===== src/rtl/qduc_pkg.sv =====
// Shared types and constants for the QDUC transmit path.
package qduc_pkg;

  typedef enum logic [1:0] {
    IDLE  = 2'd0,
    PRIME = 2'd1,
    RUN   = 2'd2,
    FLUSH = 2'd3
  } state_t;

  localparam int ISZ           = 16;
  localparam int DEFAULT_RATIO = 31;  // legacy divide-by-32 cadence
  localparam int CIC_OW        = 31;
  localparam int QDUC_OW       = 14;

endpackage


===== src/rtl/qduc_strobe_gen.sv =====
// Programmable divider: counts 0..period while enabled and flags the wrap (decision) cycle.
module qduc_strobe_gen #(
  parameter int W = 6
) (
  input  logic         clk,
  input  logic         reset,
  input  logic         en,
  input  logic         clr,
  input  logic [W-1:0] period,
  output logic         tick
);

  logic [W-1:0] cnt_r;

  assign tick = en && (cnt_r == period);

  // divider count register
  always_ff @(posedge clk) begin
    if (reset) begin
      cnt_r <= {W{1'b0}};
    end else if (clr || tick) begin
      cnt_r <= {W{1'b0}};
    end else if (en) begin
      cnt_r <= cnt_r + {{(W-1){1'b0}}, 1'b1};
    end else begin
      cnt_r <= cnt_r;
    end
  end

endmodule


===== src/rtl/qduc_tx_sched.sv =====
// Transmit sample scheduler feeding the QDUC CIC interpolators at a programmable cadence.
// Optional underrun counter output enabled by QDUC_TX_SCHED_UCNT_EN.
module qduc_tx_sched
  import qduc_pkg::*;
#(
  parameter int ISZ       = qduc_pkg::ISZ,
  parameter int RATIO_W   = 6,
  parameter int FLUSH_LEN = 8
`ifdef QDUC_TX_SCHED_UCNT_EN
  ,
  parameter int UCNT_W    = 16
`endif
) (
  input  logic               clk,
  input  logic               reset,
  input  logic               start,
  input  logic               stop,
  input  logic [RATIO_W-1:0] ratio,
  input  logic               s_valid,
  output logic               s_ready,
  input  logic [ISZ-1:0]     s_i,
  input  logic [ISZ-1:0]     s_q,
  output logic               duc_stb,
  output logic [ISZ-1:0]     duc_i,
  output logic [ISZ-1:0]     duc_q,
  output logic               busy,
  output logic               underrun
`ifdef QDUC_TX_SCHED_UCNT_EN
  ,
  output logic [UCNT_W-1:0]  underrun_cnt
`endif
);

  localparam int FW = (FLUSH_LEN > 1) ? $clog2(FLUSH_LEN) : 1;

  state_t             state_r, state_nx;
  logic [RATIO_W-1:0] ratio_r;
  logic [ISZ-1:0]     nxt_i_r, nxt_q_r;
  logic               nxt_v_r;
  logic               stop_p_r;
  logic [FW-1:0]      flush_cnt_r;
  logic               duc_stb_r, underrun_r;
  logic [ISZ-1:0]     duc_i_r, duc_q_r;
  logic               tick_s, div_en_s, hs_s, ready_s, accept_start_s, flush_last_s;

  assign div_en_s       = (state_r == RUN) || (state_r == FLUSH);
  assign hs_s           = s_valid && ready_s;
  assign accept_start_s = (state_r == IDLE) && start && !stop;
  assign flush_last_s   = (flush_cnt_r == FW'(FLUSH_LEN - 1));

  qduc_strobe_gen #(.W(RATIO_W)) u_stb (
    .clk    (clk),
    .reset  (reset),
    .en     (div_en_s),
    .clr    (!div_en_s),
    .period (ratio_r),
    .tick   (tick_s)
  );

  // state register
  always_ff @(posedge clk) begin
    if (reset) begin
      state_r <= IDLE;
    end else begin
      state_r <= state_nx;
    end
  end

  // next-state and upstream ready
  always_comb begin
    state_nx = state_r;
    ready_s  = 1'b0;
    case (state_r)
      IDLE: begin
        if (start && !stop) state_nx = PRIME;
        else                state_nx = IDLE;
      end
      PRIME: begin
        ready_s = 1'b1;
        if (stop)                 state_nx = IDLE;
        else if (s_valid)         state_nx = RUN;
        else                      state_nx = PRIME;
      end
      RUN: begin
        // once stop is pending, nothing more is accepted upstream
        ready_s = !stop_p_r && (!nxt_v_r || tick_s);
        if (tick_s && stop_p_r)   state_nx = FLUSH;
        else                      state_nx = RUN;
      end
      FLUSH: begin
        if (tick_s && flush_last_s) state_nx = IDLE;
        else                        state_nx = FLUSH;
      end
      default: begin
        state_nx = IDLE;
        ready_s  = 1'b0;
      end
    endcase
  end

  // sample holding register, output data/strobe and flush sequencing
  always_ff @(posedge clk) begin
    if (reset) begin
      ratio_r     <= {RATIO_W{1'b0}};
      nxt_i_r     <= {ISZ{1'b0}};
      nxt_q_r     <= {ISZ{1'b0}};
      nxt_v_r     <= 1'b0;
      stop_p_r    <= 1'b0;
      flush_cnt_r <= {FW{1'b0}};
      duc_stb_r   <= 1'b0;
      underrun_r  <= 1'b0;
      duc_i_r     <= {ISZ{1'b0}};
      duc_q_r     <= {ISZ{1'b0}};
    end else begin
      duc_stb_r  <= 1'b0;
      underrun_r <= 1'b0;
      case (state_r)
        IDLE: begin
          nxt_v_r     <= 1'b0;
          stop_p_r    <= 1'b0;
          flush_cnt_r <= {FW{1'b0}};
          duc_i_r     <= {ISZ{1'b0}};
          duc_q_r     <= {ISZ{1'b0}};
          if (accept_start_s) begin
            ratio_r <= (ratio == {RATIO_W{1'b0}}) ? {{(RATIO_W-1){1'b0}}, 1'b1} : ratio;
          end
        end
        PRIME: begin
          if (stop) begin
            nxt_v_r <= 1'b0;
          end else if (hs_s) begin
            nxt_i_r <= s_i;
            nxt_q_r <= s_q;
            nxt_v_r <= 1'b1;
          end
        end
        RUN: begin
          stop_p_r    <= stop_p_r || stop;
          flush_cnt_r <= {FW{1'b0}};
          if (tick_s) begin
            duc_stb_r  <= 1'b1;
            underrun_r <= !nxt_v_r;
            duc_i_r    <= nxt_v_r ? nxt_i_r : {ISZ{1'b0}};
            duc_q_r    <= nxt_v_r ? nxt_q_r : {ISZ{1'b0}};
          end
          if (hs_s) begin
            nxt_i_r <= s_i;
            nxt_q_r <= s_q;
            nxt_v_r <= 1'b1;
          end else if (tick_s) begin
            nxt_v_r <= 1'b0;
          end
        end
        FLUSH: begin
          nxt_v_r <= 1'b0;
          if (tick_s) begin
            duc_stb_r   <= 1'b1;
            duc_i_r     <= {ISZ{1'b0}};
            duc_q_r     <= {ISZ{1'b0}};
            flush_cnt_r <= flush_cnt_r + {{(FW-1){1'b0}}, 1'b1};
          end
        end
        default: begin
          nxt_v_r <= 1'b0;
        end
      endcase
    end
  end

`ifdef QDUC_TX_SCHED_UCNT_EN
  logic [UCNT_W-1:0] ucnt_r;

  // saturating underrun counter, updated on the same edge that raises underrun
  always_ff @(posedge clk) begin
    if (reset || accept_start_s) begin
      ucnt_r <= {UCNT_W{1'b0}};
    end else if ((state_r == RUN) && tick_s && !nxt_v_r && (ucnt_r != {UCNT_W{1'b1}})) begin
      ucnt_r <= ucnt_r + {{(UCNT_W-1){1'b0}}, 1'b1};
    end else begin
      ucnt_r <= ucnt_r;
    end
  end

  assign underrun_cnt = ucnt_r;
`endif

  assign s_ready  = ready_s;
  assign busy     = (state_r != IDLE);
  assign duc_stb  = duc_stb_r;
  assign underrun = underrun_r;
  assign duc_i    = duc_i_r;
  assign duc_q    = duc_q_r;

endmodule


===== config.mk =====
export PLATFORM = sky130hd
export DESIGN_NAME = qduc_tx_sched
export DESIGN_NICKNAME = d
export VERILOG_FILES = /design/src/rtl/qduc_pkg.sv /design/src/rtl/qduc_strobe_gen.sv /design/src/rtl/qduc_tx_sched.sv
export SDC_FILE = /design/constraint.sdc
export NUM_CORES = 1
export LEC_CHECK = 0
export BUFFER_PORTS_ARGS = -buffer_cell sky130_fd_sc_hd__buf_4
export CORE_ASPECT_RATIO = 2
export CORE_MARGIN = 5
export CORE_UTILIZATION = 32
export CTS_CLUSTER_SIZE = 14
export DETAILED_ROUTE_END_ITERATION = 8
export HOLD_SLACK_MARGIN = 0.06
export PLACE_DENSITY = 0.55
export SYNTH_ARGS = -nofsm -noshare
export SYNTH_HDL_FRONTEND = slang
export SYNTH_SLANG_ARGS = --single-unit

===== constraint.sdc =====
create_clock -name clk -period 2 [get_ports clk]
set_input_delay 0.4 -clock clk [delete_from_list [all_inputs] [get_ports clk]]
set_output_delay 0.4 -clock clk [all_outputs]
set_load 0.03 [all_outputs]

======== After elaboration in Yosys (flattened, before gate mapping) ========
Index checks and enable logic that the tools add are counted.
storage, ports and cells
  flip-flop bits (word level) ............. 85
  bits in latches ......................... 0
  RAM bits ................................ 0
  memory bits (read-only) ................. 0
  input bits .............................. 43
  output and inout port bits .............. 36
  logic and storage cells ................. 91
  memories kept ........................... 0
cells by class
  $add $sub $neg .......................... 2
  multipliers ............................. 0
  div/mod/pow operators ................... 0
  $lt $le $gt $ge ......................... 0
  equal/unequal tests ..................... 10
  shift operators ......................... 0
  muxes and demuxes ....................... 30
  bitwise operators ....................... 3
  reduce and logical (&&, ||, !) cells .... 34
operator list
  cell                                                           count
  16-bit two-way mux                                             9
  16-bit one-hot mux with 3 select lines                         2
  16-bit one-hot mux with 2 select lines                         2
  2-bit OR reduction                                             5
  1-bit logical AND                                              8
  2-bit one-hot mux with 4 select lines                          1
  2-bit AND reduction                                            4
  2-bit nonzero test                                             4
  1-bit two-way mux                                              7
  6-bit by 1-bit adder with 6-bit output, second input constant  1
  6-bit equality test                                            1
  6-bit logical NOT                                              1
  2-bit two-way mux                                              3
  6-bit two-way mux                                              1
  2-bit != test, second input constant                           3
  3-bit != test, second input constant                           2
  3-bit one-hot mux with 2 select lines                          1
  2-bit equality test, second input constant                     2
  1-bit logical NOT                                              4
  1-bit logical OR                                               4
  1-bit one-hot mux with 2 select lines                          2
  3-bit by 1-bit adder with 3-bit output, second input constant  1
  3-bit equality test, second input constant                     1
  3-bit two-way mux                                              1
  other kinds (7)                                                9

======== Logic depth before layout (Yosys ltp) ========
Gate-level depths: netlist (run 1).
  depth in word-level cells ............... 10
  mapped depth ............................ 9
  depth with buffers taken out ............ 7

======== Hierarchy ========
A second synthesis (run 1) with hierarchy kept.
unflattened totals
  cells, all modules ...................... 400
  area total of the unflattened synthesis .. 3691.0 µm²
modules (own cells, without submodules)
  module           times used  cells each  area each (µm²)  seq. area each (µm²)
  qduc_tx_sched    1           362         3316.9           1581.5
  qduc_strobe_gen  1           38          374.1            120.1

======== Least setup slack after synthesis (run 1) ========
No wires, ideal clock.
  kind .................................... register to output
  start ................................... register state_r[1]
  end ..................................... output s_ready
  arrival ................................. 1.698 ns
  required time ........................... 1.600 ns
  setup slack ............................. -0.098 ns
  cell stages (with the launch flop) ...... 8
  path buffers ............................ 2
  cell sequence ........................... dfxtp_1 ha_1 nand2b_1 o21ba_1 clkbuf_1 o31ai_4 buf_6 and2_1
on the way
  longest elaborated chain between the ends .. 6
  elaborated cells between the ends (all ways) .. 8
  those cells by class .................... eq/ne (3); mux (1); reduce/logical (4)
RTL lines
  what                                           RTL line                                  text
  start, declared                                qduc_tx_sched.sv:36                       state_t state_r, state_nx;
  start signal, assigned                         qduc_tx_sched.sv:65                       state_r <= state_nx;
  2-bit equality test, on equally long branches  qduc_tx_sched.sv:46, qduc_tx_sched.sv:73
  1-bit logical OR                               qduc_tx_sched.sv:46                       assign div_en_s = (state_r == RUN) || (state_r == FLUSH);
  1-bit logical AND                              qduc_strobe_gen.sv:15                     assign tick = en && (cnt_r == period);
  1-bit logical OR                               qduc_tx_sched.sv:86                       ready_s = !stop_p_r && (!nxt_v_r || tick_s);
  1-bit logical AND                              qduc_tx_sched.sv:86
  1-bit one-hot mux with 2 select lines *        qduc_tx_sched.sv:73                       case (state_r)
  end, declared                                  qduc_tx_sched.sv:20                       output logic s_ready,
Mark *: on every way between the ends. The rest lies on a longest branch, timed or not.

======== Worst setup path after layout (run 1) ========
  start ................................... register u_stb.cnt_r[3]
  end ..................................... output s_ready
on the way
  longest elaborated chain between the ends .. 5
RTL lines
  what                                   RTL line               text
  start, declared                        qduc_strobe_gen.sv:13  logic [W-1:0] cnt_r;
  start signal, assigned                 qduc_strobe_gen.sv:20  cnt_r <= {W{1'b0}};
  start signal, assigned                 qduc_strobe_gen.sv:22  cnt_r <= {W{1'b0}};
  start signal, assigned                 qduc_strobe_gen.sv:24  cnt_r <= cnt_r + {{(W-1){1'b0}}, 1'b1};
  6-bit equality test                    qduc_strobe_gen.sv:15
  1-bit logical AND                      qduc_strobe_gen.sv:15
  1-bit logical OR                       qduc_tx_sched.sv:86
  1-bit logical AND                      qduc_tx_sched.sv:86
  1-bit one-hot mux with 2 select lines  qduc_tx_sched.sv:73
Every way passes these cells.

==> reports/results.tsv, run 1 <==
metric	value	unit
max_stage_delay	370	ps
ys_seq_area_share	47.4	%
synth_cell_types	39	
total_power	3750	uW
multi_input_area	1790	sq um
synth_edf_count	0	
io_buffer_count	78	
slew_viol_final	0	
tns	0	ps
crit_cells	5	
io-pin-count	79	
wire_per_inst	16.6	um
die-area	13600	sq um
place_ws	158	ps
powerDensity	789	nW/um^2
num_vias	3185	
fin_crit	1950	ps
cts_num_sinks	85	
cp_top_family	flip-flops	
dr.first_iter.drc_count	168	
critPathArrivalTime	1550	ps
nets	507	
syn-cell-area	3590	sq um
avgSynthCellArea	9.40	sq um
drt_first_pass_iters	4	
use_met1	15.6	%
antenna_found_initial	0	
rows	54	
whs_path_depth	3	
vias_per_cell	5.30	
cpMaxStageDelayCell	dfxtp_4	
clkTransAtPathRegs	60	ps
routabilityCongestion	0.811	
dieWidth	84.9	um
worst-r2r-cell-count	8	
crit_chain	xnor2_4 > nand4_4 > o31ai_4 > and2_4 > buf_6	
grt_pass1_vias	3246	
grt.overflow.total	0	
top_usage_layer	met2	
area_delta_synth_final	32.4	%
synth_warnings	0	
worst-path-buf-inv	1	
finalCritPeriodShare	97.5	%
start_util	32.8	%
grtUsageTotal	14.7	%
utilization	43.4	%
worst_hold_slack	312	ps
ys_ff_latch	85	
async_reset_ff_share	0	%
finalWorstSetupSlack	49.6	ps
clock_latency	330	ps
grt_pass1_wl	16000	um
coreArea	10900	sq um
finalSetupViolCount	0	
outcome	completed	
required	1600	ps
ff_latch_area	1720	sq um
slew_headroom	72.0	%
num-fill-cells	1095	
maxCapViolations	0	
dp_hpwl	7080	um
grt_use_met3	3.20	%
worst_slew_pin_slew	420	ps
holdCritPathClass	input pin to flop	
cts.path.max_buffers	2	
fin_worst_skew	4.04	ps
ir_drop	441	uV
root_buffer	clkbuf_16	
drc	0	
max_freq	513	MHz
cts_tree	built	
startpoint_type	flop	
cts-buffers-inserted	9	
htree_levels	3	
path_class	flop to output port	
synthCells	382	
hold_viol_final	0	
synthFlopType	dfxtp_1	
rsz0062_at_grt	yes	
syn_nets	432	
drive_gt1_share	33.2	%
final_cell_mix	94 x buf_4, 75 x dfxtp_1, 60 x nand3_1, 42 x nand2_1, 37 x a31oi_1	
met2_usage	26.3	%
crit_fanout	4	
grt_start_max_net_pins	33	
n_antenna_cell	0	
worst_setup_path_end_kind	output port	
fp.dieH	160	um
final_common_cell	buf_4	
drtAntennaViolNets	0	
p_leak	0.00184	uW
wl	9990	um
logic make-up (layout without fill, tap and decap cells):
logic type / Yosys count / after routing / synth area share, %
xor+xnor: 10 / 10 / 2.65
mux: 6 / 6 / 1.81
simple gates: 151 / 151 / 21.6
compound gates: 86 / 86 / 18.2
fa+ha+maj: 7 / 7 / 2.44
buf+inv: 37 / 116 / 5.93
flops: 85 / 85 / 47.4
layout make-up:
| class | instances | area share [%] |
|---|---|---|
| Clock buffer | 11 | 5.11 |
| Tap cell | 140 | 3.69 |
| Timing Repair Buffer | 97 | 15.9 |
| Clock inverter | 4 | 1.03 |
| Sequential cell | 85 | 36.3 |
| Multi-Input combinational cell | 260 | 37.7 |
| Inverter | 4 | 0.316 |
Yosys cell counts, types with 5 or more instances:
master / instances / area [sq um]
a21oi_1: 5 / 25.0
a22o_1: 30 / 263
a31oi_1: 37 / 231
buf_2: 5 / 25.0
buf_6: 9 / 101
clkbuf_1: 17 / 63.8
dfxtp_1: 85 / 1700
ha_1: 7 / 87.6
mux2i_1: 5 / 50.1
nand2_1: 42 / 158
nand3_1: 60 / 300
nand3_2: 11 / 110
nor2_1: 18 / 67.6
xnor2_1: 6 / 52.6
metrics by stage:
stage | cells | area, sq um
after CTS | 598 | 4680
after global placement | 581 | 4290
after detailed placement | 581 | 4290
after floorplan | 382 | 3600
after global routing | 601 | 4750
final | 601 | 4750
registers in the layout, summed over array words and instances (netlist names):
| name | flops |
|---|---|
| nxt_v_r | 1 |
| stop_p_r | 1 |
| ratio_r | 6 |
| state_r | 2 |
| u_stb.cnt_r | 6 |
| nxt_i_r | 16 |
| duc_i | 16 |
| duc_stb | 1 |
| flush_cnt_r | 3 |
| nxt_q_r | 16 |
| duc_q | 16 |
| underrun | 1 |
layer usage:
metal | wire (um) | share of wire [%]
met5 | 0 | 0
met4 | 405 | 4.1
met3 | 492 | 4.9
met1 | 3740 | 37
met2 | 5350 | 54
worst paths after layout:
kind	from	end	slack, ps
max	u_stb.cnt_r[3]	s_ready	50
min	ratio[3]	ratio_r[3]	310
max reg2reg	u_stb.cnt_r[3]	nxt_v_r	140
min reg2reg	u_stb.cnt_r[0]	u_stb.cnt_r[0]	470
worst register-to-register path, cell delays in order, from the launching register on:
cell     delay (ps)
dfxtp_4         370
xnor2_4         190
nand4_4         140
o31ai_4         210
buf_4           140
buf_4           100
buf_4           210
nand3_2         100
mux2_4          290
where the power goes:
part | switching, uW | internal [uW] | total, uW
clock | 642 | 992 | 1630
sequential | 62.6 | 1760 | 1820
combinational | 142 | 147 | 290
total | 847 | 2900 | 3750
what timing repair did:
action	4_1_cts	5_1_grt
hold buffers	0	0
gates resized for setup	19	10
pin swaps	8	7
buffers inserted	2	3
hold endpoints to repair	0	0
setup endpoints to repair	1	1
No activity file was read; power rests on OpenSTA's default activity.
==> run 2: changes to the inputs <==
--- a/config.mk
+++ b/config.mk
@@ -6,6 +6,7 @@
 export NUM_CORES = 1
 export LEC_CHECK = 0
 export BUFFER_PORTS_ARGS = -buffer_cell sky130_fd_sc_hd__buf_4
+export CAP_MARGIN = 20
 export CORE_ASPECT_RATIO = 2
 export CORE_MARGIN = 5
 export CORE_UTILIZATION = 32
@@ -13,6 +14,7 @@
 export DETAILED_ROUTE_END_ITERATION = 8
 export HOLD_SLACK_MARGIN = 0.06
 export PLACE_DENSITY = 0.55
+export SETUP_SLACK_MARGIN = 0.5
 export SYNTH_ARGS = -nofsm -noshare
 export SYNTH_HDL_FRONTEND = slang
 export SYNTH_SLANG_ARGS = --single-unit
==> run 2 against run 1 <==
Compared with the run above: the run now ends with setup timing left; total power is 4.2% higher; clock-buffer cell count is 1 lower; via count is 3.3% higher.
==> reports/results.tsv, run 2 (synthesis results as in run 1) <==
metric	value	unit
num_vias	3289	
internal-power	3040	uW
swShare	22.1	%
finalWorstSetupSlack	-16.1	ps
crit_fanout	2	
grtUsageTotal	15.4	%
slew_headroom	62.1	%
p_leak	0.00204	uW
critPathArrivalTime	1620	ps
routabilityCongestion	0.798	
slew_viol_final	0	
rows	54	
seqPwrFrac	46.7	%
maxCapViolations	0	
rsz0062_at_grt	yes	
startpoint_type	flop	
outcome	finished, violations left	
root_buffer	clkbuf_16	
finalCritPeriodShare	101	%
worst_slew_pin_slew	568	ps
grt_start_max_net_pins	49	
io-pin-count	79	
max_freq	496	MHz
ir_drop	485	uV
pwr-share-comb	9.2	%
place_ws	-213	ps
whs_path_depth	3	
worst-r2r-cell-count	9	
wl	10600	um
nets	542	
p_sw	863	uW
fp.dieH	160	um
dp_cells	595	
path_class	flop to output port	
final_common_cell	buf_4	
final_cell_mix	114 x buf_4, 75 x dfxtp_1, 57 x nand3_1, 41 x nand2_1, 36 x a31oi_1	
clkTransAtPathRegs	60	ps
cts.path.max_buffers	2	
violations	setup timing	
drive_gt1_share	41.0	%
die-area	13600	sq um
finalSetupViolCount	1	
dp_hpwl	7050	um
p_clk_share	44.1	%
coreArea	10900	sq um
cts-buffers-inserted	9	
drt_first_pass_iters	4	
vias_per_cell	5.18	
start_util	32.8	%
area_delta_synth_final	44.4	%
fin_worst_skew	7.75	ps
required	1600	ps
dieWidth	84.9	um
worst_setup_path_end_kind	output port	
cts_num_sinks	85	
tns	-16.1	ps
io_buffer_count	78	
ctsHoldBuffers	0	
hold_viol_final	0	
clock_latency	330	ps
grt.overflow.total	0	
antenna_found_initial	0	
powerDensity	753	nW/um^2
fin_crit	2020	ps
drtAntennaViolNets	0	
htree_levels	3	
grt_pass1_vias	3297	
drc	0	
dr.first_iter.drc_count	155	
n_antenna_cell	0	
cts_tree	built	
holdCritPathClass	input pin to flop	
finalNonFillerCells	635	
wire_per_inst	16.7	um
grt_pass1_wl	16600	um
run 2: final timing paths:
path,slack (ps),startpoint,endpoint
worst min-delay path,320,ratio[5],ratio_r[5]
worst min register to register,480,duc_q[6],duc_q[6]
worst max-delay path,-20,ratio_r[0],s_ready
worst max register to register,80,ratio_r[0],nxt_i_r[8]
run 2: stage by stage:
| step | utilization (%) | total power [uW] | area (sq um) | hold WS [ps] |
|---|---|---|---|---|
| floorplan | - | 2020 | 3680 | 416 |
| global placement | 40.5 | 2150 | 4430 | 465 |
| detailed placement | 40.5 | 2160 | 4430 | 468 |
| CTS | 46.2 | 3910 | 5050 | 314 |
| global route | 47.4 | 4060 | 5180 | 329 |
| finish | 47.4 | 3900 | 5180 | 317 |
run 2: final cells by class:
cell class,count,area (sq um)
Multi-Input combinational cell,261,1860
Clock inverter,4,73.8
Timing Repair Buffer,131,1120
Tap cell,140,175
Inverter,4,15.0
Sequential cell,85,1720
Clock buffer,10,229
Fill cell,1103,5760
run 2: power by group through the flow:
stage               sequential (uW)  clock (uW)  combinational [uW]
floorplan                      1840           0                 175
detailed placement             1860           0                 299
global route                   1830        1830                 392
CTS                            1820        1760                 327
global placement               1850           0                 292
finish                         1820        1720                 357
run 2: repair_timing:
| action | CTS | global route |
|---|---|---|
| gates resized for setup | 34 | 18 |
| gates cloned | 3 | 0 |
| pin swaps | 13 | 14 |
| setup buffers | 16 | 7 |
| endpoints found under the setup margin | 74 | 80 |
run 2: critical path, cell delays in order, from the launching register on:
cell,delay (ps)
dfxtp_2,330
xnor2_2,170
buf_4,140
nand4_4,120
o31ai_4,210
and2_4,190
buf_6,120
run 2: layer usage:
layer	share of wire [%]	global-route usage, %	up-vias
met2	56	29.0	76
met5	0	0	-
met1	37	16.0	1581
li1	-	-	1614
met4	2.9	7.28	0
met3	3.4	2.73	18
==> run 3: changes to the inputs <==
--- a/config.mk
+++ b/config.mk
@@ -14,6 +14,7 @@
 export DETAILED_ROUTE_END_ITERATION = 8
 export HOLD_SLACK_MARGIN = 0.06
 export PLACE_DENSITY = 0.55
+export REMOVE_ABC_BUFFERS = 1
 export SETUP_SLACK_MARGIN = 0.5
 export SYNTH_ARGS = -nofsm -noshare
 export SYNTH_HDL_FRONTEND = slang
==> run 3 against run 2 <==
Compared with the run above: the flow now finishes without violations; total power increased by 4.3%; clock-buffer cell count up 1; register-to-register slack worse by 70 ps; sequential power about the same; setup slack improved by 27 ps; cell count down 1.7%; first-iteration DRC count rose by 39%; die area is the same; largest power group is now the clock network; final area up 6.6%; sequential share of layout area fell by 1.9 points; fmax is 1.3% higher.
==> reports/results.tsv, run 3 (synthesis results as in run 1) <==
metric	value	unit
finalCritPeriodShare	99.5	%
fp.dieH	160	um
clock_latency	340	ps
rows	54	
worst_setup_path_end_kind	flop	
hold_viol_final	0	
path_class	flop to flop	
grt_pass1_vias	3565	
die-area	13600	sq um
fin_crit	1990	ps
max_freq	503	MHz
ir_drop	454	uV
p_leak	0.00212	uW
wire_per_inst	18.3	um
drive_gt1_share	46.5	%
crit_path_frequent_cell	buf_6	
p_clk_share	45.4	%
dieWidth	84.9	um
maxCapViolations	0	
antenna_found_initial	0	
seqPwrFrac	45.0	%
slew_headroom	75.9	%
area_delta_synth_final	54.0	%
timing.rr.start	ratio_r[4]	
grt.overflow.total	0	
cts.path.max_buffers	2	
io_buffer_count	78	
drc	0	
wl	11400	um
io-pin-count	79	
worst-path-buf-inv	4	
grt_pass1_wl	18200	um
cts_num_sinks	85	
dp_cells	580	
internal-power	3140	uW
coreArea	10900	sq um
htree_levels	3	
n_antenna_cell	0	
swShare	22.9	%
cpMaxStageDelayCell	or3_4	
cts_tree	built	
finalNonFillerCells	624	
clkTransAtPathRegs	60	ps
worst-r2r-cell-count	9	
final_cell_mix	86 x buf_4, 72 x dfxtp_1, 41 x nand2_1, 36 x nand3_1, 36 x a31oi_1	
worst_slew_pin_slew	361	ps
grtUsageTotal	17.1	%
drt_first_pass_iters	4	
grt_start_max_net_pins	33	
powerDensity	737	nW/um^2
postPlaceCellArea	4290	sq um
slew_viol_final	0	
setup.worst_path.start	ratio_r[4]	
final_common_cell	buf_4	
place_ws	135	ps
crit_end	nxt_i_r[14]	
r2r_slack	10	ps
worst_hold_slack	307	ps
nets	529	
outcome	completed	
crit_fanout	8	
finalWorstSetupSlack	10.7	ps
crit_cells	9	
final_area	5530	sq um
fin_worst_skew	4.66	ps
p_sw	935	uW
critPathArrivalTime	2200	ps
pwr-share-comb	9.6	%
r2r-end	nxt_i_r[14]	
dr.first_iter.drc_count	216	
holdCritPathClass	input pin to flop	
rsz0062_at_grt	yes	
required	2210	ps
crit_chain	xnor2_2 > nand4_4 > buf_6 > buf_6 > or3_4 > buf_12 > buf_16 > nand3_2 > a31oi_1	
cp_top_family	simple AND/OR/NAND/NOR gates	
startpoint_type	flop	
vias_per_cell	5.42	
finalSetupViolCount	0	
routabilityCongestion	0.804	
cts-buffers-inserted	9	
dp_hpwl	6950	um
utilization	50.5	%
num_vias	3382	
max_stage_delay	440	ps
start_util	32.8	%
drtAntennaViolNets	0	
ctsHoldBuffers	0	
root_buffer	clkbuf_16	
run 3: worst min-delay path by stage:
stage              startpoint              to  slack [ps]  cells past startpoint
2_1_floorplan         nxt_v_r        underrun         410                      1
3_5_place_dp   u_stb.cnt_r[0]  u_stb.cnt_r[0]         460                      1
3_3_place_gp   u_stb.cnt_r[0]  u_stb.cnt_r[0]         460                      1
5_1_grt              ratio[5]      ratio_r[5]         320                      3
6_report             ratio[2]      ratio_r[2]         310                      3
4_1_cts              ratio[2]      ratio_r[2]         300                      3
run 3: tightest hold or removal path, cell delays in order:
cell and delay [ps]:
buf_4 80, mux2i_1 50, nor2_1 70
run 3: per-layer routing:
layer  up-vias  share of wire, %  GRT usage, %
li1       1588                 -             -
met1      1653                35          17.2
met2       111                56          31.5
met3        30               3.8          2.63
met4         0               4.8          11.2
met5         -                 0             0
run 3: area by class of cell:
type | count | area, sq um
Clock buffer | 11 | 253
Sequential cell | 85 | 1730
Multi-Input combinational cell | 260 | 2040
Tap cell | 140 | 175
Fill cell | 1011 | 5420
Inverter | 4 | 17.5
Timing Repair Buffer | 119 | 1230
Clock inverter | 5 | 82.6
run 3: stage by stage:
stage | TNS [ps] | power (uW)
2_1_floorplan | -27010 | 1990
3_3_place_gp | 0 | 2140
3_5_place_dp | 0 | 2150
4_1_cts | -9.52 | 4090
5_1_grt | -150 | 4220
6_report | 0 | 4070
run 3: power groups by stage:
stage                     Clock [uW]  Sequential (uW)  Combinational [uW]
after floorplan                    0             1840                 149
after global placement             0             1860                 277
after detailed placement           0             1860                 286
after CTS                       1880             1830                 377
after global routing            1950             1840                 424
final                           1850             1840                 389
run 3: repair_timing:
item / in CTS / in global routing
endpoints found under the setup margin: 78 / 78
pin swaps: 90 / 9
gates resized for setup: 102 / 16
gates cloned: 8 / 0
setup buffers: 20 / 0
